===== src/rtl/muldiv_unit_pkg.sv =====
// Shared definitions for the iterative MIPS multiply/divide unit: operation
// encodings (kept alongside the EXE_ALU_* codes) and small op-decode helpers.
package muldiv_unit_pkg;

  localparam int DATA_W = 32;

  typedef enum logic [2:0] {
    MD_MULT  = 3'd0,
    MD_MULTU = 3'd1,
    MD_DIV   = 3'd2,
    MD_DIVU  = 3'd3,
    MD_MTHI  = 3'd4,
    MD_MTLO  = 3'd5
  } md_op_e;

  function automatic logic is_muldiv(input logic [2:0] op);
    return (op == MD_MULT) || (op == MD_MULTU) || (op == MD_DIV) || (op == MD_DIVU);
  endfunction

  function automatic logic is_mul(input logic [2:0] op);
    return (op == MD_MULT) || (op == MD_MULTU);
  endfunction

  function automatic logic is_signed_op(input logic [2:0] op);
    return (op == MD_MULT) || (op == MD_DIV);
  endfunction

endpackage


===== src/rtl/muldiv_unit_div_restore_step.sv =====
// One combinational restoring-divide step: shift in the next dividend bit,
// trial-subtract the divisor, keep the difference only when it does not borrow.
module div_restore_step
  import muldiv_unit_pkg::*;
(
  input  logic [DATA_W:0]   rem_in,
  input  logic [DATA_W-1:0] divisor,
  input  logic              dvd_bit,
  output logic [DATA_W:0]   rem_out,
  output logic              q_bit
);

  logic [DATA_W+1:0] diff;

  assign diff    = {rem_in, dvd_bit} - {2'b00, divisor};
  assign q_bit   = ~diff[DATA_W+1];
  assign rem_out = q_bit ? diff[DATA_W:0] : {rem_in[DATA_W-1:0], dvd_bit};

endmodule


===== src/rtl/muldiv_unit.sv =====
// Iterative 32-bit MULT/MULTU/DIV/DIVU unit with HI/LO and MTHI/MTLO.
// Define MULDIV_FAST_MUL_EN to replace the iterative multiply with a single-cycle product.
module muldiv_unit
  import muldiv_unit_pkg::*;
(
  input  logic              clk,
  input  logic              rst_n,
  input  logic              start,
  input  logic [2:0]        oper,
  input  logic [DATA_W-1:0] a,
  input  logic [DATA_W-1:0] b,
  input  logic              cancel,
  output logic              busy,
  output logic              done,
  output logic [DATA_W-1:0] hi,
  output logic [DATA_W-1:0] lo
);

  typedef enum logic [1:0] {S_IDLE, S_CALC, S_FIX} state_e;

  state_e                state, state_nxt;
  logic [4:0]            cnt;
  logic                  op_div, neg_q, neg_r, div_zero;
  logic [DATA_W-1:0]     opnd;
  logic [2*DATA_W-1:0]   acc;
  logic [DATA_W:0]       rem, rem_nxt;
  logic                  q_bit;
  logic [DATA_W:0]       mul_sum;
  logic [DATA_W-1:0]     mag_a, mag_b, res_q, res_r;
  logic [2*DATA_W-1:0]   res_p;
  logic                  issue, issue_md;

  function automatic logic [DATA_W-1:0] magnitude(input logic signed [DATA_W-1:0] v,
                                                  input logic sgn_op);
    return (sgn_op && v[DATA_W-1]) ? -v : v;
  endfunction

  function automatic logic [DATA_W-1:0] cond_neg32(input logic [DATA_W-1:0] v, input logic neg);
    return neg ? -v : v;
  endfunction

  function automatic logic [2*DATA_W-1:0] cond_neg64(input logic [2*DATA_W-1:0] v, input logic neg);
    return neg ? -v : v;
  endfunction

  assign busy     = (state != S_IDLE);
  assign issue    = (state == S_IDLE) && start && !cancel;
  assign issue_md = issue && is_muldiv(oper);

  assign mag_a = magnitude(a, is_signed_op(oper));
  assign mag_b = magnitude(b, is_signed_op(oper));

  div_restore_step u_step (
    .rem_in  (rem),
    .divisor (opnd),
    .dvd_bit (acc[DATA_W-1]),
    .rem_out (rem_nxt),
    .q_bit   (q_bit)
  );

  // Upper half of the accumulator plus carry; low half holds unconsumed multiplier bits.
  assign mul_sum = acc[0] ? ({1'b0, acc[2*DATA_W-1:DATA_W]} + {1'b0, opnd})
                          :  {1'b0, acc[2*DATA_W-1:DATA_W]};

  assign res_q = div_zero ? '1 : cond_neg32(acc[DATA_W-1:0], neg_q);
  assign res_r = cond_neg32(rem[DATA_W-1:0], neg_r);
  assign res_p = cond_neg64(acc, neg_q);

  always_comb begin
    state_nxt = state;
    unique case (state)
      S_IDLE: begin
        if (issue_md) begin
`ifdef MULDIV_FAST_MUL_EN
          state_nxt = is_mul(oper) ? S_FIX : S_CALC;
`else
          state_nxt = S_CALC;
`endif
        end
      end
      S_CALC: begin
        if (cancel)               state_nxt = S_IDLE;
        else if (cnt == 5'd31)    state_nxt = S_FIX;
      end
      S_FIX:   state_nxt = S_IDLE;
      default: state_nxt = S_IDLE;
    endcase
  end

  always_ff @(posedge clk or negedge rst_n) begin
    if (!rst_n) begin
      state <= S_IDLE;
      cnt   <= '0;
      done  <= 1'b0;
      hi    <= '0;
      lo    <= '0;
    end else begin
      state <= state_nxt;
      done  <= (state == S_FIX) && !cancel;
      if (issue_md || cancel)   cnt <= '0;
      else if (state == S_CALC) cnt <= cnt + 5'd1;
      if (issue && oper == MD_MTHI) hi <= a;
      if (issue && oper == MD_MTLO) lo <= a;
      if (state == S_FIX && !cancel) begin
        if (op_div) {hi, lo} <= {res_r, res_q};
        else        {hi, lo} <= res_p;
      end
    end
  end

  // Operand/accumulator datapath: loaded on issue, stepped once per CALC cycle.
  always_ff @(posedge clk) begin
    if (issue_md) begin
      op_div   <= !is_mul(oper);
      neg_q    <= is_signed_op(oper) && (a[DATA_W-1] ^ b[DATA_W-1]);
      neg_r    <= is_signed_op(oper) && a[DATA_W-1];
      div_zero <= (b == '0);
      rem      <= '0;
      if (is_mul(oper)) begin
`ifdef MULDIV_FAST_MUL_EN
        acc <= {{DATA_W{1'b0}}, mag_a} * {{DATA_W{1'b0}}, mag_b};
`else
        acc <= {{DATA_W{1'b0}}, mag_b};
`endif
        opnd <= mag_a;
      end else begin
        acc  <= {{DATA_W{1'b0}}, mag_a};
        opnd <= mag_b;
      end
    end else if (state == S_CALC) begin
      if (op_div) begin
        rem               <= rem_nxt;
        acc[DATA_W-1:0]   <= {acc[DATA_W-2:0], q_bit};
      end else begin
        acc <= {mul_sum, acc[DATA_W-1:1]};
      end
    end
  end

endmodule


===== config.mk =====
export PLATFORM = sky130hd
export DESIGN_NAME = muldiv_unit
export DESIGN_NICKNAME = d
export VERILOG_FILES = /design/src/rtl/muldiv_unit_pkg.sv /design/src/rtl/muldiv_unit_div_restore_step.sv /design/src/rtl/muldiv_unit.sv
export SDC_FILE = /design/constraint.sdc
export NUM_CORES = 1
export LEC_CHECK = 0
export ABC_AREA = 0
export BUFFER_PORTS_ARGS = -buffer_cell sky130_fd_sc_hd__buf_4
export CAP_MARGIN = 40
export CORE_UTILIZATION = 60
export CTS_CLUSTER_SIZE = 14
export DETAILED_ROUTE_END_ITERATION = 8
export PLACE_DENSITY = 0.8
export SYNTH_ARGS = -nofsm -noshare
export SYNTH_HDL_FRONTEND = slang
export SYNTH_HIERARCHICAL = 1
export SYNTH_SLANG_ARGS = --single-unit
export TNS_END_PERCENT = 10

===== constraint.sdc =====
create_clock -name clk -period 4.5 [get_ports clk]
set_clock_uncertainty 0.2 [all_clocks]
set_input_delay 0.225 -clock clk [delete_from_list [all_inputs] [get_ports clk]]
set_output_delay 0.225 -clock clk [all_outputs]
set_load 0.1 [all_outputs]

==> metrics.md, run 1 <==
| Metric | Value |
|---|---|
| Grt met3 use | `0.0757` |
| Final net count | `2217` |
| Logic pwr share | `0.508` |
| Unique masters post-synth | `76` |
| GRT Max-Usage Layer | `met2` |
| PD cells | `517 nW/um2` |
| Total Neg Setup Slack | `0 ps` |
| Global-route wire length before repair | `roughly 86000 um` |
| Placed inst area | `about 18000 um2` |
| Die Wd | `168 um` |
| Initial antenna violation count | `3` |
| WL/cell | `22.9 um` |
| Int Pwr | `between 5000 and 6000 uW` |
| Worst-margin pin slew | `between 800 and 900 ps` |
| Async set-reset flop share out of synthesis | `0.351` |
| Hpwl dp | `39800 um` |
| Worst Setup End Kind | `flip-flop` |
| Top Ports | `~140` |
| DRT antenna net count | `0` |
| Final Wtd Congestion | `0.953` |
| Reg2Reg Depth | `12` |
| Vias | `16400` |
| Clk Tree Root Cell | `clkbuf_16` |
| Routed vias/inst | `between 6 and 7` |
| Design Area, Final | `around 19000 um2` |
| Post-synth EDFFs | `100` |
| Worst setup SP type | `flip-flop` |
| Post-CTS Hold Buffers | `a little under 60` |
| Hold crit path type | `in -> async` |
| CTS Sinks | `~210` |
| Psw | `4640 uW` |
| Synth top area cells | `edfxtp_1 (18%), dfrtp_1 (11%), xor2_1 (6.0%), nand2_1 (6.0%), ha_1 (5.3%)` |
| Flop pwr share | `0.282` |
| GR Util met2 | `0.609` |
| WS Path Type | `reg -> reg` |
| Syn nets | `2065` |
| H-tree Lvls | `1` |
| Fmax | `0.257 GHz` |
| Post-synth top area cell | `edfxtp_1` |
| Die Height | `168 um` |
| Resize count post-CTS | `0` |
| Clock latency on the worst-skew pair | `between 500 and 600 ps` |
| DRC violations left | `0` |
| Post-synthesis register bit count | `205` |
| Core Area | `27000 um2` |
| Total Routing Usage GR | `0.390` |
| CTS clock-pin slew for the worst setup and hold paths | `50 ps` |
| Cell Area, Synth | `16500 um2` |
| Most frequent cells in the layout | `nand2_1 (264), buf_4 (168), a21oi_1 (163)` |
| Failing checks | `hold timing` |
| Drt total wl | `approximately 56000 um` |
| Most common cell after layout, fill and taps aside | `nand2_1` |
| Initial Util | `0.613` |
| Yosys top cell area share | `0.182` |
| Switching Fraction | `0.463` |
| Area Growth Syn to Fin | `17.5%` |
| Number of buffers added for setup after CTS | `0` |
| 1st-iter DRT viols | `2293` |
| Unrepaired setup endpoints after global routing | `no` |
| Status | `complete, but fails checks` |
| Largest net degree at the start of global routing | `48` |
| Synth Area per Inst | `8.60 um2` |
| Crit Path Max Fanout | `29` |
| Row cnt | `60` |
| Final Slew Violations | `0` |
| Bufs on Longest Clock Path | `3` |
| Required time of the critical path | `between 4000 and 5000 ps` |
| Synth Flop Type | `edfxtp_1` |
| Sequential fraction of the synthesis area | `0.331` |
| CP arrival | `4090 ps` |
| Period Utilization, post-route | `0.863` |
| Layout cells sized above 1 | `0.131` |
| Drt first pass iters | `6` |
| Hold WS | `-4.24 ps` |
| Max IR drop VDD | `approximately 390 uV` |
| Port buffer count | `~140` |
| Gate Count Post-Synth | `1922` |
| Vias in the first global route | `15600` |
| GR Util met1 | `0.532` |
| Final min period | `3880 ps` |
| Cts bufs inserted | `26` |
| Relative slew slack | `0.404` |
| Post-layout util | `0.720` |
| Hold Fails Final Rpt | `5` |
| GRT overflow | `0` |
| TritonCTS clock tree | `done` |
| Max-cap check violation count | `0` |
| Synth Warn # | `6` |
| Clk network pwr share | `0.210` |
| Die ar. | `about 28000 um2` |
| Lkg Pwr | `0.00822 uW` |
| Setup violators final | `0` |
[cell usage after synthesis (25+ instances only)]
library cell	instances
inv_1	55
o21ai_0	88
clkbuf_1	100
xor2_1	114
a21oi_1	164
ha_1	70
a32oi_1	29
nand2_1	265
nand3_1	38
mux2_2	25
dfrtp_1	72
mux2i_1	85
a21o_1	46
dfxtp_1	33
nor3_1	47
o31ai_1	50
nor2_1	109
xnor2_1	80
edfxtp_1	100
[worst max-delay path: stages, from the launching register on]
cell      delay [ps]
dfxtp_1          380
ha_1             480
and3_1           220
or3b_1           360
a211oi_2         370
o31ai_1          120
and3_4           210
o31ai_4          250
xor2_4           400
buf_12           260
mux2_1           350
nand2_1           60
a21oi_1           70
[cell families (layout without fill, tap and decap cells)]
kind of cell               after synthesis  in the layout  share of synthesized area
xor gates and xnor gates               194            194                      0.103
DFF                                    205            205                      0.331
AOI/OAI and AO/OA                      544            544                      0.216
buffers and inverters                  170            342                     0.0398
and+or+nand+nor                        607            607                      0.173
other                                    0              1                          0
adders and majority gates               72             72                     0.0554
muxes                                  130            130                     0.0822
[final timing paths]
kind / from / endpoint / slack, ps
worst max-delay path: rem[7] / rem[7] / 620
worst min-delay path: rst_n / lo[6] / -4
worst max register to register: rem[7] / rem[7] / 620
worst min register to register: rem[25] / rem[25] / 330
max in group asynchronous: rst_n / hi[20] / 3470
min in group clk: b[14] / acc[14] / 20
[power by group through the flow]
stage | registers [uW] | clock network, uW | logic, uW
2_1_floorplan | 3710 | 0 | 2760
3_3_place_gp | 2820 | 0 | 4800
3_5_place_dp | 2830 | 0 | 4920
4_1_cts | 2800 | 2120 | 4990
5_1_grt | 2860 | 2170 | 5440
6_report | 2830 | 2110 | 5090
[routing by layer]
| metal | routed length [um] | up-vias |
|---|---|---|
| met5 | 14 | - |
| met4 | 2420 | 2 |
| met3 | 6440 | 179 |
| met2 | 24600 | 1032 |
| met1 | 22200 | 7791 |
| li1 | - | 7407 |
[flip-flops by register name (all words and copies together), names as in the netlist, 2 cells and up]
| name | flops |
|---|---|
| opnd | 32 |
| cnt | 5 |
| acc | 64 |
| rem | 33 |
| hi | 32 |
| lo | 32 |
| state | 2 |
[per-stage QoR]
step           hold slack (ps)  setup slack, ps  power (uW)  cells
2_1_floorplan             -271              538        6460   1922
3_3_place_gp               238              529        7620   2323
3_5_place_dp              26.0              664        7750   2329
4_1_cts                   11.4              653        9920   2435
5_1_grt                   45.4              460       10500   2436
6_report                 -4.24              615       10000   2436
[cell type report]
class	count	area (um2)
clock buffer	36	718
fill	1952	7540
sequential	205	5470
antenna	1	2.50
timing repair buffer	235	2010
multi-input combinational	1547	10400
clock inverter	12	123
inverter	59	224
tap	341	427
(Power assumes the default switching activity.)
==> run 2, diff against run 1 <==
RECOVER_POWER = 50   (was default)
SYNTH_HIERARCHICAL = default   (was 1)
==> run 2 against run 1 <==
The run ends with DRC, capacitance limit, slew limit left. Sequential cell count unchanged. Critical endpoint is now acc[10]. Final cell count decreased by 0.78%. Largest power group unchanged. Via count decreased by 0.60%. Non-clock buffer count decreased by 10.
==> metrics.md, run 2 <==
| Metric | Value |
|---|---|
| Post-synthesis register bit count | `205` |
| Initial antenna violation count | `1` |
| Synth Flop Type | `edfxtp_1` |
| Status | `complete, but fails checks` |
| Resize count post-CTS | `0` |
| Initial Util | `0.616` |
| Commonest cells post-synth | `nand2_1 (213), a21oi_1 (190), nor2_1 (145), o21ai_0 (139), xor2_1 (112)` |
| GRT overflow | `0` |
| Layout cells sized above 1 | `0.0841` |
| Syn nets | `2062` |
| Total Neg Setup Slack | `0 ps` |
| Global-route wire length before repair | `85300 um` |
| Lkg Pwr | `0.00760 uW` |
| Period Utilization, post-route | `0.934` |
| Pre-CTS setup slack | `roughly 560 ps` |
| Fmax | `0.238 GHz` |
| Vias | `16300` |
| Antenna cells | `0` |
| Worst-margin pin slew | `1990 ps` |
| CTS clock-pin slew for the worst setup and hold paths | `60 ps` |
| WL/cell | `22.9 um` |
| Bufs on Longest Clock Path | `3` |
| Synth top area cells | `edfxtp_1 (19%), dfrtp_1 (11%), xor2_1 (6.1%), a21oi_1 (5.9%), ha_1 (5.4%)` |
| Synth Warn # | `0` |
| Unique masters post-synth | `72` |
| DRC violations left | `4` |
| Hold Startpoint | `b[20]` |
| Most common cell after layout, fill and taps aside | `nand2_1` |
| Worst setup SP type | `flip-flop` |
| TritonCTS clock tree | `done` |
| Largest register FFs | `between 60 and 70` |
| DRT antenna net count | `0` |
| Relative slew slack | `-0.327` |
| Core Area | `26300 um2` |
| WS Path Type | `reg -> reg` |
| Largest net degree at the start of global routing | `69` |
| Area Growth Syn to Fin | `15.2%` |
| Placed inst area | `17500 um2` |
| Final net count | `2205` |
| Total Routing Usage GR | `0.392` |
| Reg2reg setup slack | `around 300 ps` |
| H-tree Lvls | `1` |
| Final min period | `between 4000 and 5000 ps` |
| Unrepaired setup endpoints after global routing | `no` |
| Regs by FF count | `acc: 64 flops, rem: 33 flops` |
| Final Wtd Congestion | `0.991` |
| Gate Count Post-Synth | `1919` |
| Die ar. | `27700 um2` |
| Drt first pass iters | `9` |
| Final WS setup | `296 ps` |
| Sequential fraction of the synthesis area | `0.337` |
| Post-synth top area cell | `edfxtp_1` |
| Post-synth EDFFs | `100` |
| Hold crit path type | `in -> reg` |
| 1st-iter DRT viols | `2041` |
| Top reg by flops | `acc` |
| Routed vias/inst | `6.75` |
| Drt total wl | `between 50000 and 60000 um` |
| Required time of the critical path | `around 4500 ps` |
| Most frequent cells in the layout | `nand2_1 (213), a21oi_1 (189), nor2_1 (143)` |
| Failing checks | `DRC, capacitance limit, slew limit` |
| Clock latency on the worst-skew pair | `about 540 ps` |
| Setup violators final | `0` |
| Worst Setup End Kind | `flip-flop` |
| Row cnt | `59` |
| Async set-reset flop share out of synthesis | `0.351` |
| Die Wd | `166 um` |
| RR Endpoint | `acc[10]` |
| Design Area, Final | `about 19000 um2` |
| Count leader, synth | `nand2_1` |
| Synth Area per Inst | `8.44 um2` |
| Max IR drop VDD | `424 uV` |
| Post-CTS Hold Buffers | `60` |
| Hold path endpoint | `acc[20]` |
| Reg2Reg Depth | `6` |
| PD cells | `496 nW/um2` |
| Cts bufs inserted | `26` |
| Number of buffers added for setup after CTS | `0` |
| Vias in the first global route | `15300` |
| Cells on Worst Hold Path | `5` |
| Crit Path Max Fanout | `50` |
| CP arrival | `4230 ps` |
| Hpwl dp | `40100 um` |
| Hold Fails Final Rpt | `0` |
| Final Slew Violations | `145` |
| Max-cap check violation count | `4` |
| Die Height | `166 um` |
| CTS Sinks | `just over 200` |
| Yosys top cell area share | `0.185` |
| Top Ports | `137` |
| Port buffer count | `136` |
| RR Startpoint | `state[1]` |
| Clk Tree Root Cell | `clkbuf_16` |
| Cell Area, Synth | `16200 um2` |
[run 2: area by class of cell]
class	instances	area [um2]
clock buffer	40	754
clock inverter	8	87.6
fill	2090	7620
inverter	62	233
multi-input combinational	1542	10100
sequential	205	5470
tap	335	419
timing repair buffer	225	1590
[run 2: how the worst max path moves through the flow]
stage                     startpoint       to  slack (ps)
after detailed placement     acc[36]   hi[31]         560
after floorplan               op_div  acc[32]         670
after global routing         acc[38]  acc[60]         110
after global placement       acc[34]   hi[31]         610
after CTS                    acc[36]   hi[31]         530
final                       state[1]  acc[10]         300
[run 2: stage by stage]
stage                     hold WS (ps)  utilization  instances  power (uW)
after global placement             245        0.665       2307        7110
after global routing              34.4        0.710       2417        9690
after floorplan                   -271            -       1919        5970
after CTS                         5.10        0.722       2417        9320
after detailed placement          21.4        0.667       2309        7180
final                             18.8        0.710       2417        9270
[run 2: kinds of logic (layout without fill, tap and decap cells)]
family | count (synthesis) | in the layout | share of synthesized area
flops | 205 | 205 | 0.337
xor+xnor | 194 | 194 | 0.105
compound gates | 588 | 588 | 0.228
buf+inv | 172 | 335 | 0.0404
mux | 100 | 100 | 0.0630
simple gates | 588 | 588 | 0.170
fa+ha+maj | 72 | 72 | 0.0565
[run 2: critical path, cell delays in order (launching register included)]
cell	delay [ps]
dfrtp_1	410
or2_2	310
nor3b_1	680
nand2b_2	110
inv_1	810
clkbuf_2	1070
o21ai_0	280
[run 2: report_power, final]
| part | switching (uW) | internal (uW) | total, uW |
|---|---|---|---|
| Sequential | 470 | 2350 | 2820 |
| Clock | 840 | 1260 | 2100 |
| Combinational | 2990 | 1360 | 4340 |
[run 2: metal layers]
layer  track usage  share of wire  vias to the layer above
met2         0.629           0.45                     1063
met4         0.183          0.053                        2
met1         0.519           0.39                     7735
met3        0.0636           0.10                      195
li1              -              -                     7318
met5             0        0.00020                        -
